File: src/rtl/spi_link_pkg.sv
// Definitions shared by the SPI link serializer and deserializer: frame geometry,
// link FSM state encoding, opcode values and a constant clog2 helper.
package spi_link_pkg;

   localparam int ADDR_W   = 8;
   localparam int OPCODE_W = 2;
   localparam int SHIFT_W  = ADDR_W + OPCODE_W;

   typedef enum logic {
      ST_IDLE  = 1'b0,
      ST_SHIFT = 1'b1
   } link_state_t;

   typedef enum logic [1:0] {
      OP_READ  = 2'b00,
      OP_WRITE = 2'b01,
      OP_BURST = 2'b10,
      OP_CTRL  = 2'b11
   } opcode_t;

   function automatic int clog2(input int value);
      int r;
      r = 0;
      while ((1 << r) < value) r++;
      return r;
   endfunction

endpackage

File: src/rtl/spi_edge_sync.sv
// Brings spi_clk, n_cs and sdi into the clk domain and flags each spi_clk rising edge.
module spi_edge_sync (
   input  logic clk,
   input  logic rst_n,
   input  logic spi_clk,
   input  logic n_cs,
   input  logic sdi,
   output logic rise,
   output logic n_cs_sync,
   output logic sdi_sync
);

   // sclk_q[1:0] is the synchroniser, sclk_q[2] holds the previous synchronised level
   logic [2:0] sclk_q;
   logic [1:0] cs_q;
   logic [1:0] sdi_q;

   always_ff @(posedge clk or negedge rst_n) begin
      if (!rst_n) begin
         sclk_q <= 3'b000;
         cs_q   <= 2'b11;
         sdi_q  <= 2'b11;
      end else begin
         sclk_q <= {sclk_q[1:0], spi_clk};
         cs_q   <= {cs_q[0], n_cs};
         sdi_q  <= {sdi_q[0], sdi};
      end
   end

   assign rise      = ({sclk_q[2], sclk_q[1]} == 2'b01);
   assign n_cs_sync = cs_q[1];
   assign sdi_sync  = sdi_q[1];

endmodule

File: src/rtl/deserializer.sv
// SPI frame receiver: shifts {opcode, addr} frames in and holds each word for a
// valid/ready handshake. Define DESERIALIZER_SKIP_FIRST_EN to drop a leading junk bit per frame.
//
// state    | meaning
// ST_IDLE  | n_cs high, counter and shift register cleared, spi_clk ignored
// ST_SHIFT | n_cs low, sampling sdi on each spi_clk rising edge
module deserializer
   import spi_link_pkg::*;
#(
   parameter int ADDRW   = ADDR_W,
   parameter int OPCODEW = OPCODE_W
) (
   input  logic               clk,
   input  logic               rst_n,
   input  logic               n_cs,
   input  logic               spi_clk,
   input  logic               sdi,
   input  logic               ready_in,
   output logic               valid_out,
   output logic [OPCODEW-1:0] opcode,
   output logic [ADDRW-1:0]   addr,
   output logic               err
);

   // Equals the shared SHIFT_W at the default field widths
   localparam int FRAME_W = ADDRW + OPCODEW;
   localparam int CNT_W   = clog2(FRAME_W + 1);
   localparam logic [CNT_W-1:0] CNT_FULL = CNT_W'(FRAME_W);

   link_state_t        state;
   logic [CNT_W-1:0]   bit_cnt;
   logic [FRAME_W-1:0] shreg;
   logic               rise;
   logic               cs_sync;
   logic               sdi_sync;
`ifdef DESERIALIZER_SKIP_FIRST_EN
   logic               skip;
`endif

   spi_edge_sync u_sync (
      .clk       (clk),
      .rst_n     (rst_n),
      .spi_clk   (spi_clk),
      .n_cs      (n_cs),
      .sdi       (sdi),
      .rise      (rise),
      .n_cs_sync (cs_sync),
      .sdi_sync  (sdi_sync)
   );

   always_ff @(posedge clk or negedge rst_n) begin
      if (!rst_n) begin
         state     <= ST_IDLE;
         bit_cnt   <= '0;
         shreg     <= '0;
         valid_out <= 1'b0;
         opcode    <= '0;
         addr      <= '0;
         err       <= 1'b0;
`ifdef DESERIALIZER_SKIP_FIRST_EN
         skip      <= 1'b1;
`endif
      end else begin
         err <= 1'b0;
         if (valid_out && ready_in) valid_out <= 1'b0;
         case (state)
            ST_IDLE: begin
               bit_cnt <= '0;
               shreg   <= '0;
`ifdef DESERIALIZER_SKIP_FIRST_EN
               skip    <= 1'b1;
`endif
               if (!cs_sync) state <= ST_SHIFT;
            end
            ST_SHIFT: begin
               // Completion wins over n_cs rising so a full frame is never flagged as an abort
               if (bit_cnt == CNT_FULL) begin
                  bit_cnt <= '0;
                  shreg   <= '0;
`ifdef DESERIALIZER_SKIP_FIRST_EN
                  skip    <= 1'b1;
`endif
                  if (valid_out && !ready_in) begin
                     err <= 1'b1;
                  end else begin
                     opcode    <= shreg[FRAME_W-1 -: OPCODEW];
                     addr      <= shreg[ADDRW-1:0];
                     valid_out <= 1'b1;
                  end
                  if (cs_sync) state <= ST_IDLE;
               end else if (cs_sync) begin
                  state   <= ST_IDLE;
                  bit_cnt <= '0;
                  shreg   <= '0;
                  if (bit_cnt != '0) err <= 1'b1;
               end else if (rise) begin
`ifdef DESERIALIZER_SKIP_FIRST_EN
                  if (skip) begin
                     skip <= 1'b0;
                  end else begin
                     shreg   <= {shreg[FRAME_W-2:0], sdi_sync};
                     bit_cnt <= bit_cnt + CNT_W'(1);
                  end
`else
                  shreg   <= {shreg[FRAME_W-2:0], sdi_sync};
                  bit_cnt <= bit_cnt + CNT_W'(1);
`endif
               end
            end
            default: state <= ST_IDLE;
         endcase
      end
   end

endmodule

File: config.mk
export PLATFORM = sky130hd
export DESIGN_NAME = deserializer
export DESIGN_NICKNAME = d
export VERILOG_FILES = /design/src/rtl/spi_link_pkg.sv /design/src/rtl/spi_edge_sync.sv /design/src/rtl/deserializer.sv
export SDC_FILE = /design/constraint.sdc
export NUM_CORES = 1
export LEC_CHECK = 0
export CAP_MARGIN = 10
export CORE_UTILIZATION = 56
export DETAILED_ROUTE_END_ITERATION = 8
export GPL_ROUTABILITY_DRIVEN = 0
export GPL_TIMING_DRIVEN = 0
export HOLD_SLACK_MARGIN = 0.15
export PLACE_DENSITY = 0.87
export SLEW_MARGIN = 20
export SYNTH_ARGS = -nofsm -noshare
export SYNTH_HDL_FRONTEND = slang
export SYNTH_SLANG_ARGS = --single-unit
export TNS_END_PERCENT = 20
File: constraint.sdc
create_clock -name clk -period 3.8 [get_ports clk]
set_clock_uncertainty 0.1 [all_clocks]
set_input_delay 0.95 -clock clk [delete_from_list [all_inputs] [get_ports clk]]
set_output_delay 0.95 -clock clk [all_outputs]
set_load 0.02 [all_outputs]
* Word level (Yosys, flattened, before mapping) *
Cells that the tools add are included.

word-level totals
  register bits after elaboration = 34
  output and inout port bits = 12

operators by class
  reduce and logical (&&, ||, !) cells = 5
  $add $sub $neg = 1
  equal/unequal tests = 3
  bitwise logic cells = 2
  muxes and demuxes = 18

operators with widths
  cell                 number
  $mux 10              3
  $pmux 10 s2          1
  $mux 4               3
  $mux 1               10
  $pmux 4 s2           1
  $add 4x1->4 const B  1
  $eq 4x4->1 const B   1
  $ne 4x1->1 const B   1
  $reduce_bool 4->1    1
  $reduce_and 3->1     1
  $eq 2x1->1 const B   1
  $logic_and 1x1->1    2
  $not 1->1            2
  $logic_not 1->1      1

* Longest topological paths before layout *
Gate-level depths: netlist of run 1.

  depth after elaboration = 5
  gate-level depth with buffers = 6
  mapped depth without buffers = 5

* Cells and area by module *
Synthesis of run 1 repeated with hierarchy kept, for this count alone.

unflattened totals
  cell total of the unflattened synthesis = 94
  area total of the unflattened synthesis = 1,342.5 µm²

modules (own cells, without submodules)
  module         area each (µm²)  sequential area each (µm²)  cells an instance  times used
  deserializer   1,148.6          675.6                       86                 1
  spi_edge_sync  193.9            180.2                       8                  1

* Least setup slack after synthesis of run 1 *
Ideal clock, no wire load.

  path type = input to register
  start = in ready_in
  end = reg addr[0]
  required time = 3.575 ns
  data arrival time = 1.736 ns
  slack = 1.839 ns
  buffers on the path = 0
  library setup time = 0.125 ns
  stages on the path = 3
  cell sequence = nor2b_1 -> nor3_4 -> mux2_2

on the way
  word-level cells in the longest chain between the ends = 4

ends and longest elaborated chain
  what                        line                source
  from (decl)                 deserializer.sv:18  input logic ready_in,
  $logic_not 1->1             deserializer.sv:83  if (valid_out && !ready_in) begin
  $logic_and 1x1->1           deserializer.sv:83
  $not 1->1 (no line)         --
  $reduce_and 3->1 (no line)  --
  to (signal assigned)        deserializer.sv:87  addr <= shreg[ADDRW-1:0];
  to (decl)                   deserializer.sv:21  output logic [ADDRW-1:0] addr,

No other way between the ends.
A chain may end at the register's enable or synchronous reset.

* Worst setup path after layout of run 1 *
  start = reg opcode[0]
  end = out opcode[0]

RTL lines
  what                    line                source
  from (decl)             deserializer.sv:20  output logic [OPCODEW-1:0] opcode,
  from (signal assigned)  deserializer.sv:86  opcode <= shreg[FRAME_W-1 -: OPCODEW];

No word-level cell between the ends.

==> impl_results.md, run 1 <==
* Status: complete, no violations
* Sum of met2 wire segment lengths after detailed routing at 1.084 mm
* Antenna violations before repair at 0
* Setup-violating endpoint count in the final report at 0
* Mapped Area at 0.001315 sq mm
* Clock latency at the later pin of the worst-skew pair at 0.33 ns
* Area growth from synthesis to final layout at 19.12%
* GRT Residual Overflow at 0
* Clock tree sinks at 34
* Vias in the first global route at 865
* Cell type of the slowest stage on the worst timing path: clkdlybuf4s50_1
* Highest fanout seen on the critical path at 2
* Internal reg-to-reg setup slack at 1.87 ns
* Crit path to: opcode[0]
* Main synth FF type: dfrtp_1
* Count of port buffers added during placement at 17
* Worst Hold Path Cells at 0
* Portion of synthesized cell area occupied by the leading cell type at 57.09%
* Iteration-0 DRC count of the detailed router at 13
* Vias at 861
* Slew of the pin with the lowest slew margin at 0.7227 ns
* CP Buf/Inv Count at 1
* Type of the tightest min-delay check: register to register
* Clock input transition at the sequential cells of the worst setup and hold paths at 0.11 ns
* Data required time at the worst endpoint at 2.75 ns
* Yosys reg bits at 34
* Crit. End Element: output port
* Launch point of the critical path: opcode[0]
* Total count of hold-check failures in the final report at 0
* Nature of the critical path startpoint: register
* DRC violation count after routing at 0
* Most frequent cell after synthesis: dfrtp_1
* Kind of cell adding the most delay to the critical path: buffers and inverters
* Capturing point of the worst reg2reg path: addr[1]
* Total Neg Setup Slack at 0 ns
* Fin crit share at 62.05%
* Number of nets in the synthesized netlist at 116
* Post-synth ARST share at 100.0%
* Final net count at 140
* Slew HR at 51.82%
* Most frequent cells after synthesis: dfrtp_1, nand2_1, a21oi_1
* Number of CTS-inserted buffers at 5
* Share of synthesized area occupied by flip-flops and latches at 65.08%
* H-tree levels at 2
* Area of the placeable core at 0.002212 sq mm
* Boundary pin count at 18
* Crit path kind: register to output port
* Worst vdd ir at 0.0002791 V
* N_diodes at 0
* Per-cell via count in the routed design at 5.381
* Router iterations before antenna repair at 4
* Routed wire length at 2.200 mm
* Number of setup buffers added after CTS at 0
* Per-instance average area after synthesis at 12.29 sq um
* RSZ-0062 raised after global routing: no
* Die Width at 50.46 um
* Worst EP arrival at 1.31 ns
* Number of cells on the critical path at 1
* Slowest cell delay on critical path at 0.61 ns
* Row count at 17
* Post-cts gate resize count at 0
* Floorplan die height at 50.46 um
* Hold_buf cts at 0
* Clock tree buffer depth at 2
* Count of different cell masters after synthesis at 22
* Post-synthesis cell type with the largest combined area: dfrtp_1
* Power density normalized to cell area at 370.3 mW/mm^2
* Top sig layer: met4
* DPL Wire Length at 1.461 mm
* Number of flops mapped to enable cells by yosys at 0
* Share of final-layout standard cells stronger than drive strength 1 at 19.70%
* Max Clk Rate at 424.1 MHz
* Clock Tree Root: clkbuf_4
* Met1 wire length at 966 um
* Pin count of the biggest net entering global routing at 35
* Gr usage total at 21.53%
* Final Util at 70.81%
* Gate count of the mapped netlist at 107
* Routed WL per cell at 13.75 um
* TritonCTS clock tree: built
* Overall die area at 0.002546 sq mm
* Initial Util at 59.45%
* Max-Cap Viols at 0
* Standby leakage power at 0.7288 nW
* Warning count from the yosys run at 0
* Most area-consuming cells after synthesis: dfrtp_1, mux2_2, dfstp_2
* Tmin final at 2.358 ns
* Origin of the critical flop-to-flop path: bit_cnt[0]
* Wire length of the first global-routing pass at 3.891 mm
* Worst r2r path cells at 5
* Routed length on met3 at 96 um
* Critical Path, Cell by Cell: clkdlybuf4s50_1
* Count of nets left with antenna violations after detail routing at 0
* Total count of max-transition violations in the final report at 0
[kinds of logic (layout without fill, tap and decap cells)]
group / Yosys count / in the layout / share of synthesized area [%]
AO/OA/AOI/OAI: 16 / 16 / 6.470
XOR/XNOR: 1 / 1 / 0.6662
adder cells (fa/ha/maj): 3 / 3 / 2.855
buffers and inverters: 7 / 32 / 2.093
flip-flops: 34 / 34 / 65.08
multiplexers: 11 / 11 / 9.325
AND/OR/NAND/NOR: 35 / 35 / 13.51
[per-stage QoR]
| step | total power, mW | cells | cell area, sq um | setup WS, ns | hold WS, ns |
|---|---|---|---|---|---|
| 3_3_place_gp | 0.4016 | 152 | 1520 | 1.058 | 0.2321 |
| 4_1_cts | 0.5855 | 160 | 1567 | 1.426 | 0.2609 |
| 6_report | 0.5800 | 160 | 1567 | 1.442 | 0.2583 |
| 3_5_place_dp | 0.4018 | 152 | 1515 | 1.174 | 0.2372 |
| 2_1_floorplan | 0.3866 | 107 | 1315 | 1.839 | 0.2312 |
| 5_1_grt | 0.6026 | 160 | 1567 | 1.390 | 0.2732 |
[layer usage]
metal,up-vias,global-route usage (%)
met4,0,11.11
met1,433,25.99
met5,-,0
li1,402,-
met3,5,6.667
met2,21,34.67
[layout make-up]
type	count	area, sq um
clock buffer	6	41.29
clock inverter	2	10.01
multi-input combinational	66	431.7
fill	171	645.6
sequential	34	855.8
tap	28	35.03
inverter	4	15.01
timing repair buffer	17	165.2
buffer	3	12.51
[worst min-delay path by stage]
| stage | from | to |
|---|---|---|
| 5_1_grt | u_sync.cs_q[0] | u_sync.cs_q[1] |
| 3_5_place_dp | u_sync.sclk_q[0] | u_sync.sclk_q[1] |
| 6_report | u_sync.sclk_q[0] | u_sync.sclk_q[1] |
| 4_1_cts | u_sync.sclk_q[0] | u_sync.sclk_q[1] |
| 3_3_place_gp | u_sync.sclk_q[0] | u_sync.sclk_q[1] |
| 2_1_floorplan | u_sync.sclk_q[0] | u_sync.sclk_q[1] |
[layout by cell type, fill, tap and decap left out, drive strengths merged]
cell type and count:
a211oi 1, a21oi 13, buf 2, clkbuf 8, clkdlybuf4s50 16, clkinv 2
dfrtp 30, dfstp 4, ha 3, inv 4, mux2 10, mux2i 1
nand2 24, nand2b 1, nand3 2, nand3b 2, nor2 2, nor2b 2
nor3 1, o21ai 1, o21bai 1, or3 1, xor2 1
[report_power, final]
part / internal (mW) / switching, mW / leakage [nW]
Clock: 0.0704 / 0.115 / 0.0320
Sequential: 0.368 / 0.00275 / 0.452
Combinational: 0.00708 / 0.0160 / 0.245
Total: 0.446 / 0.134 / 0.729
[sequential cells by signal (all words and copies together), names as in the netlist]
register,flops
err,1
u_sync.cs_q,2
u_sync.sclk_q,3
valid_out,1
u_sync.sdi_q,2
shreg,10
opcode,2
state,1
bit_cnt,4
addr,8
Note: power is estimated with default switching activity, not from simulation.
==> run 2: changes to the inputs <==
--- a/config.mk
+++ b/config.mk
@@ -6,12 +6,12 @@
 export NUM_CORES = 1
 export LEC_CHECK = 0
 export CAP_MARGIN = 10
-export CORE_UTILIZATION = 56
+export CORE_UTILIZATION = 52
 export DETAILED_ROUTE_END_ITERATION = 8
 export GPL_ROUTABILITY_DRIVEN = 0
 export GPL_TIMING_DRIVEN = 0
 export HOLD_SLACK_MARGIN = 0.15
-export PLACE_DENSITY = 0.87
+export PLACE_DENSITY = 0.82
 export SLEW_MARGIN = 20
 export SYNTH_ARGS = -nofsm -noshare
 export SYNTH_HDL_FRONTEND = slang
==> constraint.sdc (replaced) <==
create_clock -name clk -period 2.2 [get_ports clk]
set_clock_uncertainty 0.1 [all_clocks]
set_input_delay 0.55 -clock clk [delete_from_list [all_inputs] [get_ports clk]]
set_output_delay 0.55 -clock clk [all_outputs]
set_load 0.02 [all_outputs]
==> run 2 against run 1 <==
Sequential power up 73%. Worst setup slack got worse by 1.2 ns. Utilization down 2.2 points. Clock power grew 87%. Wire length decreased by 4.7%. Largest power group unchanged.
==> impl_results.md, run 2 (synthesis gave the netlist of run 1 again) <==
* Status: complete, no violations
* Number of flip-flops under the largest register name at 10 (unchanged)
* Clock latency at the later pin of the worst-skew pair at 0.33 ns (about the same)
* Crit path to: opcode[1]
* Cell type of the slowest stage on the worst timing path: clkdlybuf4s50_1
* Total Neg Setup Slack at 0 ns (unchanged)
* Worst r2r path cells at 5 (unchanged)
* Wire length of the first global-routing pass at 3.401 mm (-13%)
* Count of port buffers added during placement at 17 (unchanged)
* Data required time at the worst endpoint at 1.55 ns (-1.20 ns)
* Max-Cap Viols at 0 (unchanged)
* Setup-violating endpoint count in the final report at 0 (unchanged)
* Total count of hold-check failures in the final report at 0 (unchanged)
* Vias in the first global route at 791 (-8.6%)
* Hold_buf cts at 0 (unchanged)
* Routed WL per cell at 13.10 um (-4.7%)
* Fill cell count at 174 (+1.8%)
* Int Power at 0.8032 mW (+80%)
* Floorplan die height at 52.29 um (+3.6%)
* Capturing point of the worst reg2reg path: addr[1]
* Count of placed standard cells including taps at 152 (unchanged)
* CP Buf/Inv Count at 1 (unchanged)
* Slew HR at 52.79% (+0.97 points)
* Number of setup buffers added after CTS at 0 (unchanged)
* N_diodes at 0 (unchanged)
* H-tree levels at 2 (unchanged)
* Worst vdd ir at 0.0004942 V (+77%)
* Standby leakage power at 0.7321 nW (+0.45%)
* Crit. End Element: output port
* Iteration-0 DRC count of the detailed router at 15 (+2)
* Combined area of the multi-input logic cells at 431.7 sq um (unchanged)
* RSZ-0062 raised after global routing: no
* Number of cells on the critical path at 1 (unchanged)
* Clock Tree Root: clkbuf_4
* Total count of max-transition violations in the final report at 0 (unchanged)
* Kind of cell adding the most delay to the critical path: buffers and inverters
* Crit path kind: register to output port
* Max Clk Rate at 511.5 MHz
* Final Non-Filler Cells at 160 (unchanged)
* Clock tree sinks at 34 (unchanged)
* TritonCTS clock tree: built
* Leading cell type in the layout, fill and taps excluded: dfrtp_1
* Area of the placeable core at 0.002297 sq mm (+3.8%)
* Type of the tightest min-delay check: input port to async pin
* Register containing the most flip-flops in the final layout: shreg
* Switching fraction of total power at 21.84% (-1.3 points)
* Tmin final at 1.955 ns
* Clock share of power at 33.8% (+1.8 points)
* DRC violation count after routing at 0 (unchanged)
* Clock input transition at the sequential cells of the worst setup and hold paths at 0.10 ns (about the same)
* Per-cell via count in the routed design at 5.088 (-5.5%)
* Origin of the critical flop-to-flop path: bit_cnt[0]
* Critical Path, Cell by Cell: clkdlybuf4s50_1
* Nature of the critical path startpoint: register
* Vias at 814 (-5.5%)
* Antenna violations before repair at 0 (unchanged)
* DPL Wire Length at 1.482 mm (+1.5%)
* Count of nets left with antenna violations after detail routing at 0 (unchanged)
* Router iterations before antenna repair at 4 (unchanged)
* Fin crit share at 88.86%
* Worst EP arrival at 1.30 ns (about the same)
* Clock tree buffer depth at 2 (unchanged)
* Sequential Power Share at 62.4% (-1.6 points)
* Boundary pin count at 18 (unchanged)
* Number of CTS-inserted buffers at 5 (unchanged)
* Internal reg-to-reg setup slack at 0.32 ns (-1.55 ns)
* Top library cells by usage in the layout, fill and taps aside: dfrtp_1, nand2_1, clkdlybuf4s50_1
* Post-Place Worst Slack at 0.003371 ns (-1.170 ns)
* Switching power at 0.2244 mW (+67%)
* Launch point of the critical path: opcode[1]
* Power density normalized to cell area at 652.4 mW/mm^2 (+76%)
* Highest fanout seen on the critical path at 2 (unchanged)
* Slew of the pin with the lowest slew margin at 0.7082 ns (-0.01455 ns)
* Gr usage total at 18.47% (-3.1 points)
* Pin count of the biggest net entering global routing at 35 (unchanged)
* GRT Residual Overflow at 0 (unchanged)
* PnR Total Power at 1.028 mW (+77%)
* Share of final-layout standard cells stronger than drive strength 1 at 19.70% (unchanged)
* Crit path setup slack, layout at 0.2451 ns (-1.197 ns)
* Die Width at 52.29 um (+3.6%)
* Slowest cell delay on critical path at 0.60 ns (about the same)
* Row count at 17 (unchanged)
* Overall die area at 0.002734 sq mm (+7.4%)
* Area growth from synthesis to final layout at 19.79%
* Post-cts gate resize count at 0 (unchanged)
* Final net count at 140 (unchanged)
* Combinational share of power at 3.8% (-0.2 points)
* Routed wire length at 2.096 mm (-4.7%)
* Largest registers: shreg: 10 flops, addr: 8 flops, bit_cnt: 4 flops
* Area occupied by registers at 855.8 sq um (unchanged)
* Final Util at 68.57% (-2.2 points)
* Initial Util at 57.24% (-2.2 points)
[run 2: worst min path at each step]
stage,from,end,slack (ns)
6_report,rst_n,shreg[4],0.16
3_5_place_dp,u_sync.sclk_q[0],u_sync.sclk_q[1],0.24
2_1_floorplan,rst_n,addr[0],0.15
5_1_grt,rst_n,addr[0],0.21
4_1_cts,rst_n,shreg[0],0.17
3_3_place_gp,u_sync.sclk_q[0],u_sync.sclk_q[1],0.23
[run 2: area by class of cell]
type                            count  area share, %
Timing Repair Buffer               17          10.48
Buffer                              3         0.7943
Inverter                            4         0.9531
Sequential cell                    34          54.33
Clock buffer                        7          3.495
Multi-Input combinational cell     66          27.40
Tap cell                           28          2.224
Clock inverter                      1         0.3177
[run 2: routing by layer]
| layer | track usage, % | up-vias | part of all wire [%] |
|---|---|---|---|
| met2 | 28.69 | 18 | 49 |
| li1 | - | 402 | - |
| met4 | 11.84 | 0 | 1.7 |
| met1 | 21.79 | 389 | 45 |
| met3 | 6.087 | 5 | 3.7 |
| met5 | 0 | - | 0 |
[run 2: power groups by stage]
stage	clock, mW	sequential [mW]	combinational (mW)
2_1_floorplan	0	0.652	0.0157
6_report	0.347	0.641	0.0394
5_1_grt	0.381	0.642	0.0453
4_1_cts	0.360	0.641	0.0406
3_3_place_gp	0	0.653	0.0411
3_5_place_dp	0	0.653	0.0406
[run 2: through the flow]
stage | cell area, sq um | hold slack (ns)
final | 1575 | 0.1597
after global placement | 1520 | 0.2341
after global routing | 1575 | 0.2070
after detailed placement | 1515 | 0.2356
after floorplan | 1315 | 0.1544
after CTS | 1575 | 0.1703
